--- config.mk ---
export PLATFORM = sky130hd
export DESIGN_NAME = int2fp_share_ctrl_flat
export DESIGN_NICKNAME = d
export VERILOG_FILES = /design/src/rtl/int2fp_pkg.sv /design/src/rtl/int2fp_share_ctrl_if.sv /design/src/rtl/int_to_fp32.sv /design/src/rtl/rr_arbiter.sv /design/src/rtl/int2fp_share_ctrl.sv /design/src/flat_wrapper.sv
export SDC_FILE = /design/constraint.sdc
export NUM_CORES = 1
export LEC_CHECK = 0
export CORE_MARGIN = 2
export CORE_UTILIZATION = 41
export CTS_CLUSTER_DIAMETER = 30
export DETAILED_ROUTE_END_ITERATION = 10
export PLACE_DENSITY_LB_ADDON = 0.1
export REMOVE_ABC_BUFFERS = 1
export SLEW_MARGIN = 20
export SYNTH_ARGS = -nofsm -noshare
export SYNTH_HDL_FRONTEND = slang
export SYNTH_SLANG_ARGS = --single-unit
--- constraint.sdc ---
create_clock -name clk -period 7.62 [get_ports clk]
set_clock_uncertainty 0.15 [all_clocks]
set_input_delay 1.524 -clock clk [delete_from_list [all_inputs] [get_ports clk]]
set_output_delay 1.524 -clock clk [all_outputs]
set_load 0.03 [all_outputs]
--- src/rtl/int2fp_pkg.sv ---
// Shared FP32 constants and the tagged result record carried by the converter pipeline.
package int2fp_pkg;
   localparam int FP32_W        = 32;
   localparam int FP32_EXP_BIAS = 127;
   localparam logic [FP32_W-1:0] FP32_ZERO = 32'h0000_0000;
   localparam logic [FP32_W-1:0] FP32_ONE  = 32'h3F80_0000;
   // Tag storage sized for the largest supported requester count (16).
   localparam int ID_MAX_W = 4;

   typedef struct packed {
      logic [FP32_W-1:0]   result;
      logic                overflow;
      logic                underflow;
      logic [ID_MAX_W-1:0] id;
   } fp32_tagged_t;
endpackage

--- src/rtl/int2fp_share_ctrl_if.sv ---
// Requester-side and result-side handshake bundle of the shared int->fp32 converter.
interface int2fp_share_ctrl_if
   import int2fp_pkg::*;
#(
   parameter int N_REQ = 4,
   parameter int ID_W  = $clog2(N_REQ)
);
   logic [N_REQ-1:0]             req_valid;
   logic [N_REQ-1:0][FP32_W-1:0] req_data;
   logic [N_REQ-1:0]             req_ready;
   logic                         out_valid;
   logic                         out_ready;
   logic [FP32_W-1:0]            out_result;
   logic [ID_W-1:0]              out_id;
   logic                         out_overflow;
   logic                         out_underflow;
   logic                         busy;

   modport master (
      output req_valid, req_data, out_ready,
      input  req_ready, out_valid, out_result, out_id, out_overflow, out_underflow, busy
   );
   modport slave (
      input  req_valid, req_data, out_ready,
      output req_ready, out_valid, out_result, out_id, out_overflow, out_underflow, busy
   );
endinterface

--- src/rtl/int_to_fp32.sv ---
// Combinational signed 32-bit integer to IEEE-754 single, round to nearest even.
module int_to_fp32
   import int2fp_pkg::*;
(
   input  logic [31:0]       a,
   output logic [FP32_W-1:0] result,
   output logic              overflow,
   output logic              underflow,
   output logic              exception
);
   logic        sign, guard, sticky, rnd;
   logic [31:0] mag, norm;
   logic [4:0]  msb;
   logic [23:0] mant_r;
   logic [7:0]  exp_r;

   always_comb begin
      sign = a[31];
      mag  = sign ? (~a + 32'd1) : a;
      msb  = '0;
      for (int i = 0; i < 32; i++)
         if (mag[i]) msb = 5'(i);
      norm   = mag << (5'd31 - msb);
      guard  = norm[7];
      sticky = |norm[6:0];
      rnd    = guard & (sticky | norm[8]);
      // A carry out of the mantissa bumps the exponent; the field is then all zeros.
      mant_r = {1'b0, norm[30:8]} + 24'(rnd);
      exp_r  = 8'(FP32_EXP_BIAS) + {3'b0, msb} + {7'b0, mant_r[23]};
      result    = norm[31] ? {sign, exp_r, mant_r[22:0]} : FP32_ZERO;
      overflow  = 1'b0;
      underflow = 1'b0;
      exception = guard | sticky;
   end
endmodule

--- src/rtl/rr_arbiter.sv ---
// Round-robin picker: first asserted request strictly after ptr, wrapping at N-1.
module rr_arbiter #(
   parameter int N  = 4,
   parameter int IW = $clog2(N)
) (
   input  logic [N-1:0]  req,
   input  logic [IW-1:0] ptr,
   output logic [N-1:0]  grant,
   output logic [IW-1:0] idx,
   output logic          any
);
   logic [IW-1:0] j;

   always_comb begin
      grant = '0;
      idx   = '0;
      any   = 1'b0;
      j     = '0;
      for (int k = 1; k <= N; k++) begin
         j = IW'((int'(ptr) + k) % N);
         if (!any && req[j]) begin
            any      = 1'b1;
            grant[j] = 1'b1;
            idx      = j;
         end
      end
   end
endmodule

--- src/rtl/int2fp_share_ctrl.sv ---
// Round-robin sharing of one int->fp32 converter between N_REQ requesters.
// S1 holds the granted operand, S2 the tagged result behind a valid/ready port.
module int2fp_share_ctrl
   import int2fp_pkg::*;
#(
   parameter int N_REQ = 4,
   parameter int ID_W  = $clog2(N_REQ)
) (
   input  logic             clk,
   input  logic             rst_n,
   int2fp_share_ctrl_if.slave bus
);
   localparam int STAGES = 2;

   logic [STAGES:1]   vld_pipe;
   logic              adv1, adv2, gany, hs;
   logic [N_REQ-1:0]  grant;
   logic [ID_W-1:0]   gidx, rr_ptr, s1_id;
   logic [FP32_W-1:0] s1_data, cv_result;
   logic              cv_ovf, cv_udf, cv_exc;
   fp32_tagged_t      s2;
   logic              unused_bits;

   assign adv2 = !vld_pipe[2] | bus.out_ready;
   assign adv1 = !vld_pipe[1] | adv2;

   rr_arbiter #(.N(N_REQ), .IW(ID_W)) u_arb (
      .req(bus.req_valid), .ptr(rr_ptr), .grant(grant), .idx(gidx), .any(gany)
   );

   assign bus.req_ready = grant & {N_REQ{adv1}};
   assign hs            = gany & adv1;

   int_to_fp32 u_cvt (
      .a(s1_data), .result(cv_result), .overflow(cv_ovf), .underflow(cv_udf), .exception(cv_exc)
   );

   always_ff @(posedge clk or negedge rst_n) begin
      if (!rst_n) begin
         vld_pipe <= '0;
         rr_ptr   <= ID_W'(N_REQ - 1);
         s1_data  <= '0;
         s1_id    <= '0;
         s2       <= '0;
      end else begin
         if (adv1) begin
            vld_pipe[1] <= hs;
            if (hs) begin
               s1_data <= bus.req_data[gidx];
               s1_id   <= gidx;
               rr_ptr  <= gidx;
            end
         end
         if (adv2) begin
            vld_pipe[2] <= vld_pipe[1];
            if (vld_pipe[1])
               s2 <= '{result: cv_result, overflow: cv_ovf, underflow: cv_udf, id: ID_MAX_W'(s1_id)};
         end
      end
   end

   assign bus.out_valid     = vld_pipe[2];
   assign bus.out_result    = s2.result;
   assign bus.out_id        = s2.id[ID_W-1:0];
   assign bus.out_overflow  = s2.overflow;
   assign bus.out_underflow = s2.underflow;
   assign bus.busy          = |vld_pipe;

   // Converter exception and spare tag bits are intentionally dropped.
   assign unused_bits = ^{cv_exc, s2.id};
endmodule
--- src/flat_wrapper.sv ---
// flat-port wrapper written by rule: the top's interface ports become plain ports
module int2fp_share_ctrl_flat import int2fp_pkg::*;
#(
   parameter int N_REQ = 4,
   parameter int ID_W  = $clog2(N_REQ)
)
  (clk, rst_n, bus_req_valid, bus_req_data, bus_out_ready, bus_req_ready, bus_out_valid, bus_out_result, bus_out_id, bus_out_overflow, bus_out_underflow, bus_busy);
  int2fp_share_ctrl_if #(.N_REQ(N_REQ), .ID_W(ID_W)) bus_i ();
  input  logic clk;
  input  logic rst_n;
  input wire logic [$bits(bus_i.req_valid)-1:0] bus_req_valid;
  input wire logic [$bits(bus_i.req_data)-1:0] bus_req_data;
  input wire logic [$bits(bus_i.out_ready)-1:0] bus_out_ready;
  output wire logic [$bits(bus_i.req_ready)-1:0] bus_req_ready;
  output wire logic [$bits(bus_i.out_valid)-1:0] bus_out_valid;
  output wire logic [$bits(bus_i.out_result)-1:0] bus_out_result;
  output wire logic [$bits(bus_i.out_id)-1:0] bus_out_id;
  output wire logic [$bits(bus_i.out_overflow)-1:0] bus_out_overflow;
  output wire logic [$bits(bus_i.out_underflow)-1:0] bus_out_underflow;
  output wire logic [$bits(bus_i.busy)-1:0] bus_busy;
  assign bus_i.req_valid = bus_req_valid;
  assign bus_i.req_data = bus_req_data;
  assign bus_i.out_ready = bus_out_ready;
  assign bus_req_ready = bus_i.req_ready;
  assign bus_out_valid = bus_i.out_valid;
  assign bus_out_result = bus_i.out_result;
  assign bus_out_id = bus_i.out_id;
  assign bus_out_overflow = bus_i.out_overflow;
  assign bus_out_underflow = bus_i.out_underflow;
  assign bus_busy = bus_i.busy;
  int2fp_share_ctrl #(.N_REQ(N_REQ), .ID_W(ID_W)) u_core (.clk(clk), .rst_n(rst_n), .bus(bus_i));
endmodule
## Word-level counts from Yosys, hierarchy flattened

Cells that the tools add are included.

| word-level totals | value |
|---|---|
| input bits | 135 |
| register bits | 72 |
| output and inout bits | 42 |

| cells by class | value |
|---|---|
| reductions and logical operators | 16 |
| magnitude comparators | 9 |
| mux-type cells | 63 |
| bitwise gates (word level) | 10 |
| add/sub/neg operators | 9 |
| shift-type cells | 1 |

Operators with widths:

| operator | number |
|---|---|
| $mux 5 | 30 |
| $mux 32 | 3 |
| $bmux 32 s2 | 1 |
| $add 32x1->32 const B | 1 |
| $not 32->32 | 1 |
| $shl 32x5->32 | 1 |
| $add 23x1->24 | 1 |
| $mux 4 | 4 |
| $lt 2x3->1 const B | 5 |
| $mux 1 | 13 |
| $or 4x4->4 | 3 |
| $add 7x5->8 const A | 1 |
| $add 8x1->8 | 1 |
| $bmux 1 s2 | 4 |
| $demux 1 s2 | 4 |
| $ge 2x1->1 const B | 4 |
| $mux 2 | 4 |
| $logic_and 1x1->1 | 7 |
| $reduce_or 7->1 | 1 |
| $logic_not 1->1 | 5 |
| $sub 5x5->5 const A | 1 |
| $add 2x1->2 const B | 2 |
| $add 2x2->2 const B | 2 |
| $and 4x4->4 | 1 |
| other kinds (4) | 8 |

## Logic depth before layout (Yosys ltp)

| logic depth | value |
|---|---|
| depth after elaboration | 42 |
| depth in mapped cells | 26 |
| depth with buffers taken out | 21 |

## Modules after synthesis

From an unflattened synthesis, not the netlist that was laid out.

| second synthesis, totals | value |
|---|---|
| cells, all modules | 1097 |
| area, all modules | 9424.0 um2 |

By module, submodules not included:

| module | area an instance (um2) | instances | cells an instance |
|---|---|---|---|
| int_to_fp32 | 5347.6 | 1 | 826 |
| int2fp_share_ctrl | 3550.9 | 1 | 203 |
| rr_arbiter | 525.5 | 1 | 68 |

## Worst setup path after synthesis

No wires, ideal clock.

| path | value |
|---|---|
| path kind | reg-to-reg |
| from | register u_core.s1_data[5] |
| to | register u_core.s2, in the netlist u_core.bus.out_result[25] |
| library setup time | 96 ps |
| arrival | 5200 ps |
| clock period less this slack | 5445 ps |
| stages on the path, launching flop included | 20 |
| path slack | 2175 ps |
| path buffers | 3 |
| path through | dfrtp_1 -> buf_6 -> or4_4 -> buf_6 -> or4_1 -> or4_1 -> o211ai_2 -> or4b_4 -> o21ai_4 -> buf_6 -> mux2_2 -> a21o_1 -> nor4b_2 -> nand3_1 -> nor4_2 -> nand3b_1 -> ha_1 -> a21oi_1 -> a21oi_1 -> o31ai_1 |

| between the ends | value |
|---|---|
| cells in the longest elaborated chain, start to end | 38 |
| elaborated cells on any way between the ends | 39 |
| classes of those cells | 5 x add/sub; 1 x shift; 29 x mux; 3 x bitwise; 1 x reduce/logical |

Ends and longest elaborated chain:

| element | RTL line | source |
|---|---|---|
| start, declared | int2fp_share_ctrl.sv:19 | `logic [FP32_W-1:0] s1_data, cv_result;` |
| start signal, assigned | int2fp_share_ctrl.sv:49 | `s1_data <= bus.req_data[gidx];` |
| $not 32->32 | int_to_fp32.sv:19 | `mag = sign ? (~a + 32'd1) : a;` |
| $add 32x1->32 | int_to_fp32.sv:19 |  |
| $mux 32 * | int_to_fp32.sv:19 |  |
| $mux 5 (27 in a row) | int_to_fp32.sv:22 | `if (mag[i]) msb = 5'(i);` |
| $sub 5x5->5 | int_to_fp32.sv:23 | `norm = mag << (5'd31 - msb);` |
| $shl 32x5->32 | int_to_fp32.sv:23 |  |
| $reduce_or 7->1 | int_to_fp32.sv:25 | `sticky = \|norm[6:0];` |
| $or 1x1->1 | int_to_fp32.sv:26 | `rnd = guard & (sticky \| norm[8]);` |
| $and 1x1->1 | int_to_fp32.sv:26 |  |
| $add 23x1->24 | int_to_fp32.sv:28 | `mant_r = {1'b0, norm[30:8]} + 24'(rnd);` |
| $add 8x1->8 | int_to_fp32.sv:29 | `exp_r = 8'(FP32_EXP_BIAS) + {3'b0, msb} + {7'b0, mant_r[23]};` |
| $mux 32 * | int_to_fp32.sv:30 | `result = norm[31] ? {sign, exp_r, mant_r[22:0]} : FP32_ZERO;` |
| end signal, assigned | int2fp_share_ctrl.sv:57 | `s2 <= '{result: cv_result, overflow: cv_ovf, underflow: cv_udf, id: ID_MAX_W'(s1_id)};` |
| end, declared | int2fp_share_ctrl.sv:21 | `fp32_tagged_t s2;` |

Mark *: on every way between the ends. The rest lies on a longest branch, timed or not.
A chain may end at the register's enable or synchronous reset.

## Worst setup path in the final report

| path | value |
|---|---|
| from | register u_core.s1_data[0] |
| to | register u_core.s2, in the netlist u_core.bus.out_result[25] |

| between the ends | value |
|---|---|
| cells in the longest elaborated chain, start to end | 42 |
| elaborated cells on any way between the ends | 43 |
| classes of those cells | 5 x add/sub; 1 x shift; 33 x mux; 3 x bitwise; 1 x reduce/logical |

Ends and longest elaborated chain:

| element | RTL line |
|---|---|
| $not 32->32 | int_to_fp32.sv:19 |
| $add 32x1->32 | int_to_fp32.sv:19 |
| $mux 32 * | int_to_fp32.sv:19 |
| $mux 1 | int_to_fp32.sv:22 |
| $mux 5 (30 in a row) | int_to_fp32.sv:22 |
| $sub 5x5->5 | int_to_fp32.sv:23 |
| $shl 32x5->32 | int_to_fp32.sv:23 |
| $reduce_or 7->1 | int_to_fp32.sv:25 |
| $or 1x1->1 | int_to_fp32.sv:26 |
| $and 1x1->1 | int_to_fp32.sv:26 |
| $add 23x1->24 | int_to_fp32.sv:28 |
| $add 8x1->8 | int_to_fp32.sv:29 |
| $mux 32 * | int_to_fp32.sv:30 |

Marks and branches as above.

==> impl_results.md <==
* Status: complete, no violations
* Top FF cell, synth: dfrtp_1
* DRT antenna net count at 0
* Diode count at 0
* Reg2Reg Launch Point: u_core.s1_data[0]
* Post-synth EDFFs at 0
* Die height at 156 um
* Asr flop ratio synth at 100%
* Synth Register Bits at 72
* Hpwl dp at 24700 um
* Routed wire length at 32400 um
* Worst-Skew Late Latency at 350 ps
* Post-Route M1 WL at 14100 um
* Htree depth at 3
* First-pass GRT wire length at 51500 um
* Synth Cell Area at 9490 sq um
* Yosys warning count at 0
* Drt pass-1 iters at 6
* Metal2 WL at 15400 um
* WP data required at 7730 ps
* Area of placed instances at 11400 sq um
* Port-buffer cells at 174
* Longest Clk Path Bufs at 2
* Hold endpoint: u_core.bus.out_id[0]
* Hold wc startpoint: u_core.s1_id[0]
* Top Metal Used: met4
* Avg Synthesized Cell Area at 7.66 sq um
* Area leader, netlist: dfrtp_1
* Vias/cell at 6.13
* Iteration-0 DRC Markers at 995
* GP Congestion at 0.978
* Tcrit/Tclk final at 91.2%
* Most frequent cells after synthesis: 163 x nand2_1, 109 x o21ai_0, 81 x mux2i_1
* Vias at 10100
* Initial Utilization at 41.8%
* Ranking of synthesized cells by area: dfrtp_1 18%, mux2i_1 8.5%, nand2_1 6.4%
* Setup-failing EPs final at 0
* Fmax at 144 MHz
* CTS resizes at 0
* Core box area at 22700 sq um
* Worst slew margin at 26.2%
* Post-DR wirelength/cell at 19.6 um
* Pins Over Slew Limit at 0
* Initial antenna violation count at 0
* Reg clk slew, reported paths at 60 ps
* Hold buffers post-CTS at 0
* Area grow syn2layout at 23.9%
* Number of distinct library cells after synthesis at 105
* Max Cap Violations at 0
* Number of buffers created by CTS at 9
* Critical Path AT at 7060 ps
* Hold WC Path Type: flip-flop to flip-flop
* Largest net degree at the start of global routing at 73
* Wire length on met3 at 2140 um
* Hold Crit Depth at 2
* Total grt overflow at 0
* RSZ-0062 raised after global routing: no
* Total Routing Usage GR at 26.4%
* Die area at 24400 sq um
* Setup CP Type: flip-flop to flip-flop
* Worst-margin pin slew at 1110 ps
* CP max FO at 36
* Worst R2R End: u_core.bus.out_result[25]
* Crit. End Element: flip-flop
* CTS root buf: clkbuf_16
* Setup bufs post-CTS at 0
* Vias in the first global route at 9540
* Die W at 156 um
* Clock tree sinks at 72
* Fin crit period at 6950 ps
* Final Hold Fails at 0
* Cell area after layout at 11800 sq um
* CP Launch Type: flip-flop
* Register area share after synthesis at 19.0%
* # rows at 55
* Syn Inst Count at 1240
* R2R depth at 20
* Reg2Reg Setup Slack at 670 ps
* Most common cell in the synthesized netlist: nand2_1
* Remaining routing DRC violations at 0
* Share of layout cells above drive strength 1 at 12.6%
* Layout net count at 1503
* Io pins at 177
* Post-synth top area share at 18.5%
* CTS tree: yes
how the worst max path moves through the flow:
| stage | cells past startpoint | end | start |
|---|---|---|---|
| detailed placement | 20 | u_core.bus.out_result[25] | u_core.s1_data[0] |
| global route | 20 | u_core.bus.out_result[25] | u_core.s1_data[0] |
| global placement | 20 | u_core.bus.out_result[25] | u_core.s1_data[0] |
| floorplan | 7 | u_core.s1_data[0] | bus_req_valid[0] |
| finish | 20 | u_core.bus.out_result[25] | u_core.s1_data[0] |
| CTS | 20 | u_core.bus.out_result[25] | u_core.s1_data[0] |
sequential cells by signal, indices dropped and copies added, names as in the netlist:
register	flops
u_core.bus.out_result	32
u_core.s1_data	32
u_core.bus.out_id	2
u_core.rr_ptr	2
u_core.s1_id	2
u_core.vld_pipe	2
cell usage in the layout (no fill, tap or decap), types with 10 or more instances in the layout:
cell type          n
o31ai_1           17
clkdlybuf4s50_1  173
or3_1             18
o21ai_0          108
nand4_1           14
inv_1             21
a21oi_1           42
nor3_1            41
a31oi_1           12
o21ai_1           13
o22ai_1           16
mux2i_1           81
o211ai_1          37
xor2_1            21
buf_4             41
nor4_1            17
xnor2_1           39
mux2_2            42
dfrtp_1           69
and2_1            10
nand2_1          162
nor2_1            76
a211oi_1          23
ha_1              11
nand3_1           25
metrics by stage:
| stage | util [%] | TNS [ps] | setup WS [ps] | hold slack, ps | std cells |
|---|---|---|---|---|---|
| floorplan | - | -55370 | -1660 | 289 | 1131 |
| global placement | 50.4 | 0 | 898 | 310 | 1631 |
| detailed placement | 50.4 | 0 | 802 | 308 | 1631 |
| CTS | 51.8 | 0 | 768 | 321 | 1647 |
| global route | 51.8 | 0 | 190 | 339 | 1647 |
| finish | 51.8 | 0 | 670 | 318 | 1647 |
metal layers:
layer | up-vias | track usage [%]
met5 | - | 0
met4 | 0 | 8.13
met3 | 57 | 3.56
met2 | 441 | 44.9
met1 | 4694 | 34.8
li1 | 4899 | -
cell families after synthesis:
| family | after synthesis | synth area share (%) |
|---|---|---|
| xor+xnor | 60 | 5.54 |
| flops | 72 | 19.0 |
| simple gates | 435 | 23.1 |
| other cells | 1 | 0.0395 |
| mux | 127 | 14.4 |
| buf+inv | 132 | 6.35 |
| fa+ha+maj | 11 | 1.45 |
| compound gates | 402 | 30.1 |
final cells by class:
type | count | area [sq um]
clock inverters | 6 | 92.6
well taps | 285 | 357
fillers | 2316 | 10900
clock buffers | 10 | 229
flip-flops and latches | 72 | 1810
inverters | 22 | 85.1
multi-input cells | 1037 | 7130
repair buffers | 215 | 2060
critical path: stages (launching register included):
cell      delay [ps]
dfrtp_1          470
inv_1            130
ha_1             420
or4b_2           620
nor4_1           250
o21ai_0          210
and2_0           290
o211ai_1         160
o211ai_1         260
a21oi_4          930
o211ai_1         510
o211ai_1         290
o211ai_1         210
a221oi_4         450
nand3_2          190
nor4_2           360
nand3b_1         250
ha_1             300
a21oi_1          140
a21oi_1           60
o31ai_1          180
Power is not shown: default switching activity piles up to over one toggle a cycle in this logic, so the estimate is an artifact.
